### config.mk
export PLATFORM = sky130hd
export DESIGN_NAME = id_stage
export DESIGN_NICKNAME = d
export VERILOG_FILES = /design/src/rtl/id_stage.sv
export SDC_FILE = /design/constraint.sdc
export NUM_CORES = 1
export LEC_CHECK = 0
export BUFFER_PORTS_ARGS = -buffer_cell sky130_fd_sc_hd__buf_2
export CAP_MARGIN = 25
export CORE_ASPECT_RATIO = 1.2
export CORE_MARGIN = 2
export CORE_UTILIZATION = 32
export DETAILED_ROUTE_END_ITERATION = 8
export RECOVER_POWER = 100
export SLEW_MARGIN = 10
export SYNTH_ARGS = -nofsm -noshare
export SYNTH_HDL_FRONTEND = slang
export SYNTH_SLANG_ARGS = --single-unit
### constraint.sdc
create_clock -name clk -period 2.63 [get_ports clk]
set_clock_uncertainty 0.15 [all_clocks]
set_input_delay 0.3945 -clock clk [delete_from_list [all_inputs] [get_ports clk]]
set_output_delay 0.3945 -clock clk [all_outputs]
set_load 0.01 [all_outputs]
### src/rtl/id_stage.sv
// Decode stage: holds one instruction, reads its operands from the register file,
// keeps them coherent with writeback, and hands a decoded payload to execute.
module id_stage #(
  parameter int unsigned XLEN = 32
) (
  input  logic            clk,
  input  logic            rstn,
  input  logic            flush,
  input  logic            if_valid,
  output logic            if_ready,
  input  logic [XLEN-1:0] if_instr,
  input  logic [XLEN-1:0] if_pc,
  output logic [4:0]      ra1,
  output logic [4:0]      ra2,
  input  logic [XLEN-1:0] rd1,
  input  logic [XLEN-1:0] rd2,
  input  logic            wb_we,
  input  logic [4:0]      wb_rd,
  input  logic [XLEN-1:0] wb_wd,
  output logic            ex_valid,
  input  logic            ex_ready,
  output logic [XLEN-1:0] ex_pc,
  output logic [XLEN-1:0] ex_rs1_val,
  output logic [XLEN-1:0] ex_rs2_val,
  output logic [XLEN-1:0] ex_imm,
  output logic [4:0]      ex_rd,
  output logic            ex_rd_we,
  output logic            ex_illegal,
  output logic [6:0]      ex_opcode,
  output logic [2:0]      ex_funct3,
  output logic [6:0]      ex_funct7
);

  localparam int unsigned RW = 5;

  localparam logic [6:0] OP_IMM    = 7'b0010011;
  localparam logic [6:0] OP_LOAD   = 7'b0000011;
  localparam logic [6:0] OP_JALR   = 7'b1100111;
  localparam logic [6:0] OP_STORE  = 7'b0100011;
  localparam logic [6:0] OP_BRANCH = 7'b1100011;
  localparam logic [6:0] OP_LUI    = 7'b0110111;
  localparam logic [6:0] OP_AUIPC  = 7'b0010111;
  localparam logic [6:0] OP_JAL    = 7'b1101111;
  localparam logic [6:0] OP_REG    = 7'b0110011;
  localparam logic [6:0] OP_FENCE  = 7'b0001111;
  localparam logic [6:0] OP_SYSTEM = 7'b1110011;

  typedef enum logic [1:0] {S_EMPTY, S_ISSUE, S_WAIT, S_FULL} state_t;

  state_t        state;
  logic [RW-1:0] rs1, rs2;
  logic          accept, suppressed, fwd1, fwd2;
  logic [XLEN-1:0] dec_imm;
  logic          dec_illegal, dec_no_wr, dec_rd_we;

  // Handshakes and register-file addressing
  always_comb begin
    if_ready   = rstn && !flush &&
                 ((state == S_EMPTY) || ((state == S_FULL) && ex_ready));
    accept     = if_valid && if_ready;
    ex_valid   = rstn && (state == S_FULL);
    ra1        = accept ? if_instr[19:15] : rs1;
    ra2        = accept ? if_instr[24:20] : rs2;
    suppressed = wb_we && ((wb_rd == ra1) || (wb_rd == ra2));
    fwd1       = wb_we && (wb_rd == rs1) && (rs1 != '0);
    fwd2       = wb_we && (wb_rd == rs2) && (rs2 != '0);
  end

  // Immediate and class decode of the incoming instruction
  always_comb begin
    dec_imm     = '0;
    dec_illegal = 1'b0;
    dec_no_wr   = 1'b0;
    case (if_instr[6:0])
      OP_IMM, OP_LOAD, OP_JALR:
        dec_imm = {{20{if_instr[31]}}, if_instr[31:20]};
      OP_STORE: begin
        dec_imm   = {{20{if_instr[31]}}, if_instr[31:25], if_instr[11:7]};
        dec_no_wr = 1'b1;
      end
      OP_BRANCH: begin
        dec_imm   = {{19{if_instr[31]}}, if_instr[31], if_instr[7],
                     if_instr[30:25], if_instr[11:8], 1'b0};
        dec_no_wr = 1'b1;
      end
      OP_LUI, OP_AUIPC:
        dec_imm = {if_instr[31:12], 12'b0};
      OP_JAL:
        dec_imm = {{11{if_instr[31]}}, if_instr[31], if_instr[19:12],
                   if_instr[20], if_instr[30:21], 1'b0};
      OP_REG, OP_FENCE, OP_SYSTEM: ;
      default: dec_illegal = 1'b1;
    endcase
    dec_rd_we = !dec_no_wr && !dec_illegal && (if_instr[11:7] != '0);
  end

  // Slot state machine with operand capture and writeback forwarding
  always_ff @(posedge clk) begin
    if (!rstn) begin
      state      <= S_EMPTY;
      rs1        <= '0;
      rs2        <= '0;
      ex_pc      <= '0;
      ex_rs1_val <= '0;
      ex_rs2_val <= '0;
      ex_imm     <= '0;
      ex_rd      <= '0;
      ex_rd_we   <= 1'b0;
      ex_illegal <= 1'b0;
      ex_opcode  <= '0;
      ex_funct3  <= '0;
      ex_funct7  <= '0;
    end else if (flush) begin
      state <= S_EMPTY;
    end else if (accept) begin
      state      <= suppressed ? S_ISSUE : S_WAIT;
      rs1        <= if_instr[19:15];
      rs2        <= if_instr[24:20];
      ex_pc      <= if_pc;
      ex_imm     <= dec_imm;
      ex_rd      <= if_instr[11:7];
      ex_rd_we   <= dec_rd_we;
      ex_illegal <= dec_illegal;
      ex_opcode  <= if_instr[6:0];
      ex_funct3  <= if_instr[14:12];
      ex_funct7  <= if_instr[31:25];
    end else begin
      case (state)
        S_ISSUE: if (!suppressed) state <= S_WAIT;
        S_WAIT: begin
          state      <= S_FULL;
          ex_rs1_val <= (rs1 == '0) ? '0 : (fwd1 ? wb_wd : rd1);
          ex_rs2_val <= (rs2 == '0) ? '0 : (fwd2 ? wb_wd : rd2);
        end
        S_FULL: begin
          if (ex_ready) begin
            state <= S_EMPTY;
          end else begin
            if (fwd1) ex_rs1_val <= wb_wd;
            if (fwd2) ex_rs2_val <= wb_wd;
          end
        end
        default: ;
      endcase
    end
  end

endmodule

==> results of run 1 <==
## metrics by stage
stage                     instance area [um2]  setup slack, ns  setup TNS [ns]
after floorplan                          7140            0.452               0
after global placement                   9190           0.0647               0
after detailed placement                 9190          0.00982               0
after CTS                                9840           0.0238               0
after global routing                     9760         -0.00120        -0.00120
final                                    9760           0.0989               0
## logic make-up (layout without fill, tap and decap cells)
logic type,count (synthesis),after routing
AO/OA/AOI/OAI,304,304
XOR/XNOR,16,16
adder cells (fa/ha/maj),4,4
buffers and inverters,83,424
flip-flops,164,164
multiplexers,2,2
other,0,1
AND/OR/NAND/NOR,274,274
## timing repair
item	CTS	global route
resized for setup	9	7
pin swaps	1	1
setup buffers	4	6
gates cloned	0	2
setup endpoints to repair	9	9
## critical path, cell delays in order (launching register included)
cell and delay, ns:
sky130_fd_sc_hd__dfxtp_1 0.33, sky130_fd_sc_hd__buf_4 0.15, sky130_fd_sc_hd__nor4_1 0.61, sky130_fd_sc_hd__o21ai_1 0.18
sky130_fd_sc_hd__a31o_2 0.48, sky130_fd_sc_hd__buf_4 0.25, sky130_fd_sc_hd__a22oi_1 0.19, sky130_fd_sc_hd__a21oi_2 0.08
## routing by layer
metal,share of wire,vias up,track usage
li1,-,3642,-
met5,0.00059,-,0
met3,0.081,19,0.0623
met4,0.014,2,0.0505
met2,0.50,308,0.382
met1,0.41,3469,0.265
## registers in the layout, summed over array words and instances, names as in the netlist, 5 cells and up
signal      count
ex_pc          32
ex_rs1_val     32
ex_funct7       7
ex_rd           5
ex_rs2_val     32
ex_imm         32
ex_opcode       7
rs1             5
rs2             5
## cell usage in the layout, fill, tap and decap left out, types with 6 or more instances in the layout
master	instances
sky130_fd_sc_hd__a21boi_0	54
sky130_fd_sc_hd__a21oi_1	49
sky130_fd_sc_hd__a21oi_2	9
sky130_fd_sc_hd__a221oi_1	36
sky130_fd_sc_hd__a22oi_1	33
sky130_fd_sc_hd__a22oi_2	6
sky130_fd_sc_hd__and2_1	8
sky130_fd_sc_hd__buf_12	6
sky130_fd_sc_hd__buf_2	181
sky130_fd_sc_hd__buf_4	38
sky130_fd_sc_hd__clkbuf_1	152
sky130_fd_sc_hd__clkbuf_16	18
sky130_fd_sc_hd__dfxtp_1	162
sky130_fd_sc_hd__inv_1	10
sky130_fd_sc_hd__nand2_1	154
sky130_fd_sc_hd__nand3_1	6
sky130_fd_sc_hd__nor2_1	52
sky130_fd_sc_hd__nor2b_1	13
sky130_fd_sc_hd__o21ai_0	66
sky130_fd_sc_hd__o21ai_1	29
sky130_fd_sc_hd__xnor2_1	15
## final cells by class
cell class / instances / area, um2 / area share
Antenna cell: 1 / 2.50 / 0.000256
Clock buffer: 19 / 453 / 0.0464
Clock inverter: 13 / 136 / 0.0140
Inverter: 11 / 41.3 / 0.00423
Multi-Input combinational cell: 600 / 3560 / 0.365
Sequential cell: 164 / 3290 / 0.337
Tap cell: 274 / 343 / 0.0351
Timing Repair Buffer: 381 / 1930 / 0.198
## power groups by stage
stage,Combinational (mW),Sequential [mW],Clock (mW)
after floorplan,0.855,3.08,0
after global placement,1.74,2.96,0
after detailed placement,1.76,2.96,0
after CTS,1.79,2.92,2.57
after global routing,1.92,2.96,2.68
final,1.74,2.93,2.51
## how the worst min path moves through the flow
stage,cells after the start,start,end
2_1_floorplan,2,ex_pc[21]$_SDFFE_PN0P_,ex_pc[21]$_SDFFE_PN0P_
3_3_place_gp,2,ex_pc[5]$_SDFFE_PN0P_,ex_pc[5]$_SDFFE_PN0P_
3_5_place_dp,2,ex_pc[10]$_SDFFE_PN0P_,ex_pc[10]$_SDFFE_PN0P_
4_1_cts,3,if_pc[31],ex_pc[31]$_SDFFE_PN0P_
5_1_grt,3,if_pc[3],ex_pc[3]$_SDFFE_PN0P_
6_report,3,if_pc[31],ex_pc[31]$_SDFFE_PN0P_
==> run_summary.xml, run 1 <==
<?xml version="1.0" encoding="UTF-8"?>
<metrics>
  <group name="power_and_ir_drop">
    <metric name="finalPower" unit="mW">7.17</metric>
    <metric name="static-leakage-power" unit="nW">3.88</metric>
    <metric name="seq_power_share" unit="">0.408</metric>
    <metric name="power.switching_fraction" unit="">0.336</metric>
    <metric name="switchingPower" unit="mW">2.41</metric>
    <metric name="cell_pwr_density" unit="nW/um2">735</metric>
    <metric name="power.share.combinational" unit="">0.243</metric>
    <metric name="ir_drop" unit="mV">0.454</metric>
    <metric name="power.share.clock" unit="">0.349</metric>
    <metric name="internal_power" unit="mW">4.77</metric>
  </group>
  <group name="sta">
    <metric name="setup_viol" unit="">0</metric>
    <metric name="hold_ws" unit="ns">0.0673</metric>
    <metric name="maxSlewViolCount" unit="">0</metric>
    <metric name="maxSlewHeadroom" unit="">0.254</metric>
    <metric name="fin_crit" unit="ns">2.53</metric>
    <metric name="max_clock_freq" unit="GHz">0.395</metric>
    <metric name="hold_violations" unit="">0</metric>
    <metric name="worstMarginPinSlew" unit="ns">1.12</metric>
    <metric name="post-route-period-util" unit="">0.962</metric>
  </group>
  <group name="synth">
    <metric name="muxShareOfSynthArea" unit="">0.00281</metric>
    <metric name="synth_top_area_share" unit="">0.460</metric>
    <metric name="netlist-cell-type-count" unit="">57</metric>
    <metric name="syn_area_per_cell" unit="um2">8.43</metric>
    <metric name="cell_with_the_most_instances_after_synthesis" unit="">sky130_fd_sc_hd__dfxtp_1</metric>
    <metric name="yosysWarnings" unit="">0</metric>
    <metric name="synth-seq-cells" unit="">164</metric>
    <metric name="synthArstFlopShare" unit="">0</metric>
    <metric name="syn-instance-count" unit="">847</metric>
    <metric name="netlist.top_cell.by_area" unit="">sky130_fd_sc_hd__dfxtp_1</metric>
    <metric name="synth_area" unit="um2">7140</metric>
    <metric name="ys_dominant_reg_cell" unit="">sky130_fd_sc_hd__dfxtp_1</metric>
    <metric name="synthTopCellsByCount" unit="">sky130_fd_sc_hd__dfxtp_1, sky130_fd_sc_hd__nand2_1, sky130_fd_sc_hd__o21ai_0, sky130_fd_sc_hd__a21boi_0, sky130_fd_sc_hd__nor2_1</metric>
    <metric name="synth.area.top_cells" unit="">sky130_fd_sc_hd__dfxtp_1, sky130_fd_sc_hd__nand2_1, sky130_fd_sc_hd__a21boi_0</metric>
    <metric name="synthSimpleGateAreaFrac" unit="">0.173</metric>
    <metric name="synthesis.nets" unit="">1022</metric>
    <metric name="synth-compound-area-share" unit="">0.285</metric>
    <metric name="synth_xor_xnor_area_share" unit="">0.0196</metric>
    <metric name="synth_edf_count" unit="">0</metric>
    <metric name="fraction_of_the_yosys_area_taken_by_sequential_cells" unit="">0.460</metric>
    <metric name="synth_top_family_by_area" unit="">compound AO/OA/AOI/OAI gates</metric>
    <metric name="post_synth_fa_ha_maj_area_fraction" unit="">0.00701</metric>
  </group>
  <group name="clocking">
    <metric name="tritoncts" unit="">done</metric>
    <metric name="insertion_delay" unit="ns">0.42</metric>
    <metric name="number_of_clock_sinks" unit="">164</metric>
    <metric name="clock_path_buffers" unit="">2</metric>
    <metric name="holdBufCountCts" unit="">0</metric>
    <metric name="clock_tree.root_cell" unit="">sky130_fd_sc_hd__clkbuf_16</metric>
    <metric name="tritoncts.num_buffers" unit="">17</metric>
    <metric name="h-tree-depth" unit="">4</metric>
    <metric name="path_clk_slew" unit="ns">0.07</metric>
  </group>
  <group name="cells_and_area">
    <metric name="layout.cells.non_filler" unit="">1463</metric>
    <metric name="utilization" unit="">0.448</metric>
    <metric name="nets" unit="">1350</metric>
    <metric name="area_growth" unit="%">36.7</metric>
    <metric name="layout.filler_cells" unit="">2257</metric>
    <metric name="post_route_cells_drive_above_1_share" unit="">0.248</metric>
  </group>
  <group name="global_route">
    <metric name="grt_start_max_net_pins" unit="">163</metric>
    <metric name="first_pass_grt_wire_length" unit="um">40400</metric>
    <metric name="congestion_overflow_gr" unit="">0</metric>
    <metric name="grt_pass1_vias" unit="">7134</metric>
    <metric name="antenna_found_initial" unit="">3</metric>
    <metric name="grt_use_total" unit="">0.218</metric>
  </group>
  <group name="setup_path">
    <metric name="setup.worst_path.start" unit="">rs1[0]$_SDFFE_PN0N_</metric>
    <metric name="critPathRequiredTime" unit="ns">2.79</metric>
    <metric name="critical_path_arrival" unit="ns">2.69</metric>
    <metric name="element_type_at_the_critical_path_end" unit="">flop</metric>
    <metric name="critical_path_peak_fanout" unit="">25</metric>
    <metric name="r2r_cell_count" unit="">7</metric>
    <metric name="reg2reg_from" unit="">rs1[0]$_SDFFE_PN0N_</metric>
    <metric name="worstSetupPathType" unit="">flop to flop</metric>
    <metric name="r2r_end" unit="">ex_rs1_val[29]$_SDFFE_PN0P_</metric>
    <metric name="worstSetupStartpointType" unit="">flop</metric>
    <metric name="regToRegSetupSlack" unit="ns">0.1</metric>
    <metric name="critical_path.endpoint" unit="">ex_rs1_val[29]$_SDFFE_PN0P_</metric>
  </group>
  <group name="floorplan">
    <metric name="rows" unit="">59</metric>
    <metric name="fp.dieArea" unit="um2">23500</metric>
    <metric name="pin_count" unit="">335</metric>
    <metric name="floorplan.initialDensity" unit="">0.328</metric>
    <metric name="die_x" unit="um">140</metric>
    <metric name="floorplan.core_area" unit="um2">21800</metric>
    <metric name="die_h" unit="um">168</metric>
  </group>
  <group name="detailed_routing">
    <metric name="route.detailed.drc" unit="">0</metric>
    <metric name="drt.antenna.violating_nets" unit="">0</metric>
    <metric name="drt-pass1-iter-count" unit="">5</metric>
    <metric name="avgRoutedWirePerCell" unit="um">18.4</metric>
    <metric name="via_per_inst" unit="">5.09</metric>
    <metric name="wl" unit="um">27000</metric>
    <metric name="first_iter_violations" unit="">305</metric>
    <metric name="vias" unit="">7440</metric>
  </group>
  <group name="placement">
    <metric name="post_placement_cell_count" unit="">1418</metric>
    <metric name="finalWeightedCongestion" unit="">0.881</metric>
    <metric name="place_hpwl" unit="um">19400</metric>
    <metric name="count_of_buffers_from_port_buffering" unit="">334</metric>
  </group>
  <group name="status">
    <metric name="run_status" unit="">completed</metric>
  </group>
  <group name="worst_hold_path">
    <metric name="hold_class" unit="">input port to flop</metric>
  </group>
  <group name="job">
    <metric name="drv_cap" unit="">0</metric>
  </group>
</metrics>
Note: power is estimated with default switching activity, not from simulation.
==> run 2: changes to the inputs <==
--- a/config.mk
+++ b/config.mk
@@ -9,9 +9,11 @@
 export CAP_MARGIN = 25
 export CORE_ASPECT_RATIO = 1.2
 export CORE_MARGIN = 2
-export CORE_UTILIZATION = 32
+export CORE_UTILIZATION = 37
 export DETAILED_ROUTE_END_ITERATION = 8
+export PLACE_DENSITY = 0.76
 export RECOVER_POWER = 100
+export SETUP_SLACK_MARGIN = 0.4
 export SLEW_MARGIN = 10
 export SYNTH_ARGS = -nofsm -noshare
 export SYNTH_HDL_FRONTEND = slang
==> run_summary.xml, run 2 (synthesis gave the netlist of run 1 again) <==
<?xml version="1.0" encoding="UTF-8"?>
<metrics>
  <group name="cells_and_area">
    <metric name="post_route_cells_drive_above_1_share" unit="">0.287</metric>
    <metric name="mostFrequentLayoutCell" unit="">sky130_fd_sc_hd__buf_2</metric>
    <metric name="layout_common_cells" unit="">sky130_fd_sc_hd__buf_2, sky130_fd_sc_hd__clkbuf_1, sky130_fd_sc_hd__dfxtp_1</metric>
    <metric name="area_growth" unit="%">44.2</metric>
    <metric name="nets" unit="">1380</metric>
    <metric name="final_area" unit="um2">10300</metric>
  </group>
  <group name="floorplan">
    <metric name="floorplan.initialDensity" unit="">0.379</metric>
    <metric name="pin_count" unit="">335</metric>
    <metric name="rows" unit="">55</metric>
    <metric name="die_h" unit="um">156</metric>
    <metric name="floorplan.core_area" unit="um2">18900</metric>
    <metric name="fp.dieArea" unit="um2">20400</metric>
    <metric name="die_x" unit="um">131</metric>
  </group>
  <group name="sta">
    <metric name="worstMarginPinSlew" unit="ns">1.07</metric>
    <metric name="maxSlewViolCount" unit="">0</metric>
    <metric name="fin_crit" unit="ns">2.44</metric>
    <metric name="maxSlewHeadroom" unit="">0.285</metric>
    <metric name="final_critical_path_setup_slack" unit="ns">0.187</metric>
    <metric name="setup_viol" unit="">0</metric>
    <metric name="max_clock_freq" unit="GHz">0.409</metric>
    <metric name="hold_violations" unit="">0</metric>
    <metric name="setup_repair_after_global_routing_missed_its_margin" unit="">yes</metric>
    <metric name="post-route-period-util" unit="">0.929</metric>
  </group>
  <group name="clocking">
    <metric name="tritoncts.num_buffers" unit="">17</metric>
    <metric name="path_clk_slew" unit="ns">0.08</metric>
    <metric name="clock_tree.root_cell" unit="">sky130_fd_sc_hd__clkbuf_16</metric>
    <metric name="tritoncts" unit="">done</metric>
    <metric name="clock_path_buffers" unit="">2</metric>
    <metric name="number_of_clock_sinks" unit="">164</metric>
    <metric name="insertion_delay" unit="ns">0.42</metric>
    <metric name="h-tree-depth" unit="">4</metric>
  </group>
  <group name="detailed_routing">
    <metric name="drt-pass1-iter-count" unit="">5</metric>
    <metric name="first_iter_violations" unit="">394</metric>
    <metric name="vias" unit="">7811</metric>
    <metric name="wl" unit="um">27900</metric>
    <metric name="route.detailed.drc" unit="">0</metric>
    <metric name="avgRoutedWirePerCell" unit="um">18.9</metric>
    <metric name="via_per_inst" unit="">5.30</metric>
    <metric name="drt.antenna.violating_nets" unit="">0</metric>
  </group>
  <group name="setup_path">
    <metric name="critPathRequiredTime" unit="ns">2.09</metric>
    <metric name="worstSetupPathType" unit="">flop to output pin</metric>
    <metric name="worstSetupStartpointType" unit="">flop</metric>
    <metric name="setup.worst_path.start" unit="">state[1]$_SDFFE_PP0P_</metric>
    <metric name="critical_path_peak_fanout" unit="">6</metric>
    <metric name="critical_path_arrival" unit="ns">1.90</metric>
    <metric name="r2r_cell_count" unit="">10</metric>
    <metric name="element_type_at_the_critical_path_end" unit="">output pin</metric>
    <metric name="r2r_end" unit="">state[0]$_SDFFE_PP0P_</metric>
    <metric name="regToRegSetupSlack" unit="ns">0.19</metric>
    <metric name="reg2reg_from" unit="">state[1]$_SDFFE_PP0P_</metric>
  </group>
  <group name="placement">
    <metric name="dpl-instance-area" unit="um2">9130</metric>
    <metric name="place_hpwl" unit="um">18300</metric>
    <metric name="finalWeightedCongestion" unit="">0.870</metric>
    <metric name="count_of_buffers_from_port_buffering" unit="">334</metric>
    <metric name="post-place-ws" unit="ns">-0.0624</metric>
  </group>
  <group name="power_and_ir_drop">
    <metric name="switchingPower" unit="mW">2.59</metric>
    <metric name="ir_drop" unit="mV">0.440</metric>
    <metric name="power.share.clock" unit="">0.333</metric>
    <metric name="internal_power" unit="mW">4.95</metric>
    <metric name="power.switching_fraction" unit="">0.344</metric>
    <metric name="cell_pwr_density" unit="nW/um2">733</metric>
    <metric name="static-leakage-power" unit="nW">4.12</metric>
    <metric name="power.share.combinational" unit="">0.277</metric>
    <metric name="seq_power_share" unit="">0.390</metric>
  </group>
  <group name="worst_hold_path">
    <metric name="holdPathEnd" unit="">ex_pc[18]$_SDFFE_PN0P_</metric>
    <metric name="min-delay-start" unit="">if_pc[18]</metric>
    <metric name="hold_depth" unit="">3</metric>
    <metric name="hold_class" unit="">input port to flop</metric>
  </group>
  <group name="global_route">
    <metric name="grt_start_max_net_pins" unit="">90</metric>
    <metric name="grt_pass1_vias" unit="">7289</metric>
    <metric name="antenna_found_initial" unit="">1</metric>
    <metric name="congestion_overflow_gr" unit="">0</metric>
    <metric name="grt_use_total" unit="">0.249</metric>
    <metric name="first_pass_grt_wire_length" unit="um">39100</metric>
  </group>
  <group name="job">
    <metric name="drv_cap" unit="">0</metric>
  </group>
  <group name="status">
    <metric name="run_status" unit="">completed</metric>
  </group>
</metrics>
run 2: cell count changes in the layout (fill, tap and decap cells not counted), sizes merged:
cell	before	now
buf	227	235
clkinv	3	6
a221oi	38	40
clkbuf	173	192
inv	19	18
clkinvlp	2	1
run 2: worst max-delay path, cell delays in order, from the launching register on:
cell	delay, ns
sky130_fd_sc_hd__dfxtp_4	0.40
sky130_fd_sc_hd__inv_4	0.05
sky130_fd_sc_hd__ha_4	0.15
sky130_fd_sc_hd__a21oi_4	0.19
sky130_fd_sc_hd__nand2b_4	0.22
sky130_fd_sc_hd__buf_6	0.14
sky130_fd_sc_hd__nand2_2	0.05
sky130_fd_sc_hd__nand2_2	0.06
sky130_fd_sc_hd__clkbuf_1	0.23
run 2: repair_timing:
item / CTS / global route
endpoints found under the setup margin: 160 / 76
gates cloned: 2 / 6
hold buffers: 0 / 0
setup buffers: 21 / 13
gates resized for setup: 61 / 39
pin swaps: 14 / 14
run 2: through the flow:
| stage | setup TNS (ns) | util | power (mW) | instances | hold slack [ns] |
|---|---|---|---|---|---|
| CTS | 0 | 0.542 | 7.44 | 1455 | 0.0462 |
| global route | 0 | 0.546 | 7.91 | 1474 | 0.0543 |
| detailed placement | -0.281 | 0.484 | 4.68 | 1400 | 0.305 |
| global placement | 0 | 0.484 | 4.66 | 1400 | 0.299 |
| floorplan | 0 | - | 3.94 | 847 | 0.338 |
| finish | 0 | 0.546 | 7.54 | 1475 | 0.0642 |
run 2: area by class of cell:
| cell class | instances | area [um2] |
|---|---|---|
| Clock buffer | 18 | 439 |
| Clock inverter | 14 | 159 |
| Sequential cell | 164 | 3300 |
| Tap cell | 256 | 320 |
| Antenna cell | 1 | 2.50 |
| Inverter | 11 | 46.3 |
| Timing Repair Buffer | 409 | 2200 |
| Multi-Input combinational cell | 602 | 3830 |
| Fill cell | 1868 | 8560 |
run 2: layer usage:
layer	global-route usage	wire (um)	vias up
met5	0	0	-
met3	0.0751	2560	51
met2	0.434	13800	405
li1	-	-	3713
met4	0.104	932	0
met1	0.279	10500	3642
run 2: worst max-delay path by stage:
stage / to / slack (ns) / cells past startpoint
after global routing: state[0]$_SDFFE_PP0P_ / 0.1 / 10
after global placement: ex_rs1_val[15]$_SDFFE_PN0P_ / 0.03 / 7
after floorplan: state[1]$_SDFFE_PP0P_ / 0.45 / 9
final: ra2[4] / 0.19 / 8
after CTS: ra2[1] / 0.27 / 8
after detailed placement: ex_rs1_val[31]$_SDFFE_PN0P_ / -0.06 / 7
run 2: power by group through the flow:
stage | logic, mW | registers, mW | clock network, mW
3_3_place_gp | 1.70 | 2.96 | 0
3_5_place_dp | 1.72 | 2.96 | 0
5_1_grt | 2.26 | 2.97 | 2.68
4_1_cts | 1.95 | 2.93 | 2.56
6_report | 2.09 | 2.94 | 2.51
2_1_floorplan | 0.855 | 3.08 | 0
==> run 3: changes to the inputs <==
--- a/config.mk
+++ b/config.mk
@@ -13,7 +13,6 @@
 export DETAILED_ROUTE_END_ITERATION = 8
 export PLACE_DENSITY = 0.76
 export RECOVER_POWER = 100
-export SETUP_SLACK_MARGIN = 0.4
 export SLEW_MARGIN = 10
 export SYNTH_ARGS = -nofsm -noshare
 export SYNTH_HDL_FRONTEND = slang
==> run_summary.xml, run 3 (synthesis gave the netlist of run 1 again) <==
<?xml version="1.0" encoding="UTF-8"?>
<metrics>
  <group name="status">
    <metric name="run_status" unit="">completed</metric>
  </group>
  <group name="setup_path">
    <metric name="worstSetupStartpointType" unit="">flop</metric>
    <metric name="cp_top_family" unit="">buffers and inverters</metric>
    <metric name="element_type_at_the_critical_path_end" unit="">output pin</metric>
    <metric name="cp_slowest_cell" unit="">sky130_fd_sc_hd__dfxtp_1</metric>
    <metric name="regToRegSetupSlack" unit="ns">0.12</metric>
    <metric name="worstSetupPathType" unit="">flop to output pin</metric>
    <metric name="max_stage_delay" unit="ns">0.39</metric>
    <metric name="critical_path_arrival" unit="ns">2.01</metric>
    <metric name="critPathRequiredTime" unit="ns">2.09</metric>
    <metric name="cp_depth" unit="">8</metric>
    <metric name="path_cells" unit="">inv_1 &gt; ha_1 &gt; a21oi_4 &gt; nor2_4 &gt; mux2i_1 &gt; clkbuf_4 &gt; inv_1 &gt; buf_2</metric>
    <metric name="critical_path_peak_fanout" unit="">5</metric>
    <metric name="r2r_cell_count" unit="">10</metric>
    <metric name="worstPathBufferInverterCount" unit="">4</metric>
    <metric name="critPathMostFrequentCell" unit="">sky130_fd_sc_hd__inv_1</metric>
  </group>
  <group name="global_route">
    <metric name="congestion_overflow_gr" unit="">0</metric>
    <metric name="top_usage_layer" unit="">met2</metric>
    <metric name="grt_start_max_net_pins" unit="">90</metric>
    <metric name="grt_pass1_vias" unit="">7030</metric>
    <metric name="met2_usage" unit="">0.410</metric>
    <metric name="antenna_found_initial" unit="">1</metric>
    <metric name="grt_use_total" unit="">0.235</metric>
    <metric name="first_pass_grt_wire_length" unit="um">37200</metric>
    <metric name="grtUsageMet3" unit="">0.0727</metric>
    <metric name="gr-usage-met1" unit="">0.266</metric>
  </group>
  <group name="sta">
    <metric name="hold_violations" unit="">0</metric>
    <metric name="maxSlewViolCount" unit="">0</metric>
    <metric name="setup_repair_after_global_routing_missed_its_margin" unit="">no</metric>
    <metric name="post-route-period-util" unit="">0.971</metric>
    <metric name="worstMarginPinSlew" unit="ns">1.12</metric>
    <metric name="fin_tns_setup" unit="ns">0</metric>
    <metric name="fin_crit" unit="ns">2.55</metric>
    <metric name="maxSlewHeadroom" unit="">0.254</metric>
    <metric name="setup_viol" unit="">0</metric>
    <metric name="final_critical_path_setup_slack" unit="ns">0.0757</metric>
    <metric name="max_clock_freq" unit="GHz">0.392</metric>
  </group>
  <group name="clocking">
    <metric name="holdBufCountCts" unit="">0</metric>
    <metric name="clock_path_buffers" unit="">2</metric>
    <metric name="tritoncts.num_buffers" unit="">17</metric>
    <metric name="clock_tree.root_cell" unit="">sky130_fd_sc_hd__clkbuf_16</metric>
    <metric name="h-tree-depth" unit="">4</metric>
    <metric name="number_of_clock_sinks" unit="">164</metric>
    <metric name="insertion_delay" unit="ns">0.42</metric>
    <metric name="tritoncts" unit="">done</metric>
    <metric name="path_clk_slew" unit="ns">0.07</metric>
  </group>
  <group name="detailed_routing">
    <metric name="vias" unit="">7524</metric>
    <metric name="avgRoutedWirePerCell" unit="um">17.6</metric>
    <metric name="wl" unit="um">25300</metric>
    <metric name="drt-pass1-iter-count" unit="">5</metric>
    <metric name="route.detailed.drc" unit="">0</metric>
    <metric name="via_per_inst" unit="">5.23</metric>
    <metric name="first_iter_violations" unit="">436</metric>
    <metric name="drt.antenna.violating_nets" unit="">0</metric>
  </group>
  <group name="floorplan">
    <metric name="die_x" unit="um">131</metric>
    <metric name="pin_count" unit="">335</metric>
    <metric name="floorplan.core_area" unit="um2">18900</metric>
    <metric name="fp.dieArea" unit="um2">20400</metric>
    <metric name="rows" unit="">55</metric>
    <metric name="floorplan.initialDensity" unit="">0.379</metric>
    <metric name="die_h" unit="um">156</metric>
  </group>
  <group name="cells_and_area">
    <metric name="mostFrequentLayoutCell" unit="">sky130_fd_sc_hd__buf_2</metric>
    <metric name="nets" unit="">1345</metric>
    <metric name="post_route_cells_drive_above_1_share" unit="">0.235</metric>
    <metric name="layout_common_cells" unit="">sky130_fd_sc_hd__buf_2, sky130_fd_sc_hd__dfxtp_1, sky130_fd_sc_hd__clkbuf_1</metric>
    <metric name="area_growth" unit="%">34.1</metric>
    <metric name="layout.filler_cells" unit="">1939</metric>
  </group>
  <group name="worst_hold_path">
    <metric name="hold_class" unit="">input port to flop</metric>
    <metric name="hold_depth" unit="">3</metric>
  </group>
  <group name="placement">
    <metric name="place_hpwl" unit="um">18300</metric>
    <metric name="finalWeightedCongestion" unit="">0.870</metric>
    <metric name="count_of_buffers_from_port_buffering" unit="">334</metric>
    <metric name="post-place-ws" unit="ns">-0.0624</metric>
  </group>
  <group name="power_and_ir_drop">
    <metric name="cell_pwr_density" unit="nW/um2">742</metric>
    <metric name="finalPower" unit="mW">7.10</metric>
    <metric name="static-leakage-power" unit="nW">3.81</metric>
    <metric name="ir_drop" unit="mV">0.429</metric>
  </group>
  <group name="job">
    <metric name="drv_cap" unit="">0</metric>
  </group>
</metrics>
## run 3: layout make-up
| cell class | instances | area (um2) | area share |
|---|---|---|---|
| Tap cell | 256 | 320 | 0.0335 |
| Sequential cell | 164 | 3280 | 0.343 |
| Clock buffer | 18 | 439 | 0.0459 |
| Timing Repair Buffer | 375 | 1790 | 0.187 |
| Inverter | 11 | 41.3 | 0.00431 |
| Multi-Input combinational cell | 601 | 3530 | 0.369 |
| Antenna cell | 1 | 2.50 | 0.000261 |
| Clock inverter | 14 | 159 | 0.0166 |
## run 3: worst paths after layout
path                          endpoint                      start
max                             ra2[3]      state[0]$_SDFFE_PP0P_
min             ex_pc[18]$_SDFFE_PN0P_                  if_pc[18]
max reg2reg      state[1]$_SDFFE_PP0P_      state[0]$_SDFFE_PP0P_
min reg2reg  ex_funct7[5]$_SDFFE_PN0P_  ex_funct7[5]$_SDFFE_PN0P_
## run 3: power by group
group / total (mW) / internal [mW] / switching (mW)
Combinational: 1.68 / 0.636 / 1.04
Sequential: 2.93 / 2.77 / 0.156
Clock: 2.50 / 1.30 / 1.19
Total: 7.10 / 4.71 / 2.39
## run 3: worst reg2reg max path: stages, from the launching register on
cell                        delay, ns
sky130_fd_sc_hd__dfxtp_1         0.39
sky130_fd_sc_hd__inv_1           0.10
sky130_fd_sc_hd__ha_1            0.23
sky130_fd_sc_hd__a21oi_4         0.20
sky130_fd_sc_hd__nor2_4          0.09
sky130_fd_sc_hd__buf_4           0.16
sky130_fd_sc_hd__buf_4           0.16
sky130_fd_sc_hd__nor3_1          0.23
sky130_fd_sc_hd__o2bb2ai_1       0.17
sky130_fd_sc_hd__nor4bb_1        0.17
sky130_fd_sc_hd__or3_1           0.35
## run 3: layer usage
metal | vias to the layer above | routed length, um
li1 | 3636 | -
met1 | 3480 | 10100
met2 | 376 | 12200
met3 | 32 | 2390
met4 | 0 | 660
met5 | - | 0
## run 3: timing repair
| action | in CTS | in global routing |
|---|---|---|
| setup buffers | 5 | 1 |
| pin swaps | 1 | 1 |
| gates cloned | 0 | 1 |
| resized for setup | 3 | 3 |
| endpoints found under the setup margin | 9 | 30 |
## run 3: through the flow
step / std cells / utilization / cell area [um2] / hold WS [ns]
detailed placement: 1400 / 0.484 / 9130 / 0.305
global placement: 1400 / 0.484 / 9130 / 0.299
floorplan: 847 / - / 7140 / 0.338
finish: 1440 / 0.508 / 9570 / 0.0665
CTS: 1437 / 0.519 / 9790 / 0.0462
global route: 1439 / 0.507 / 9570 / 0.0547
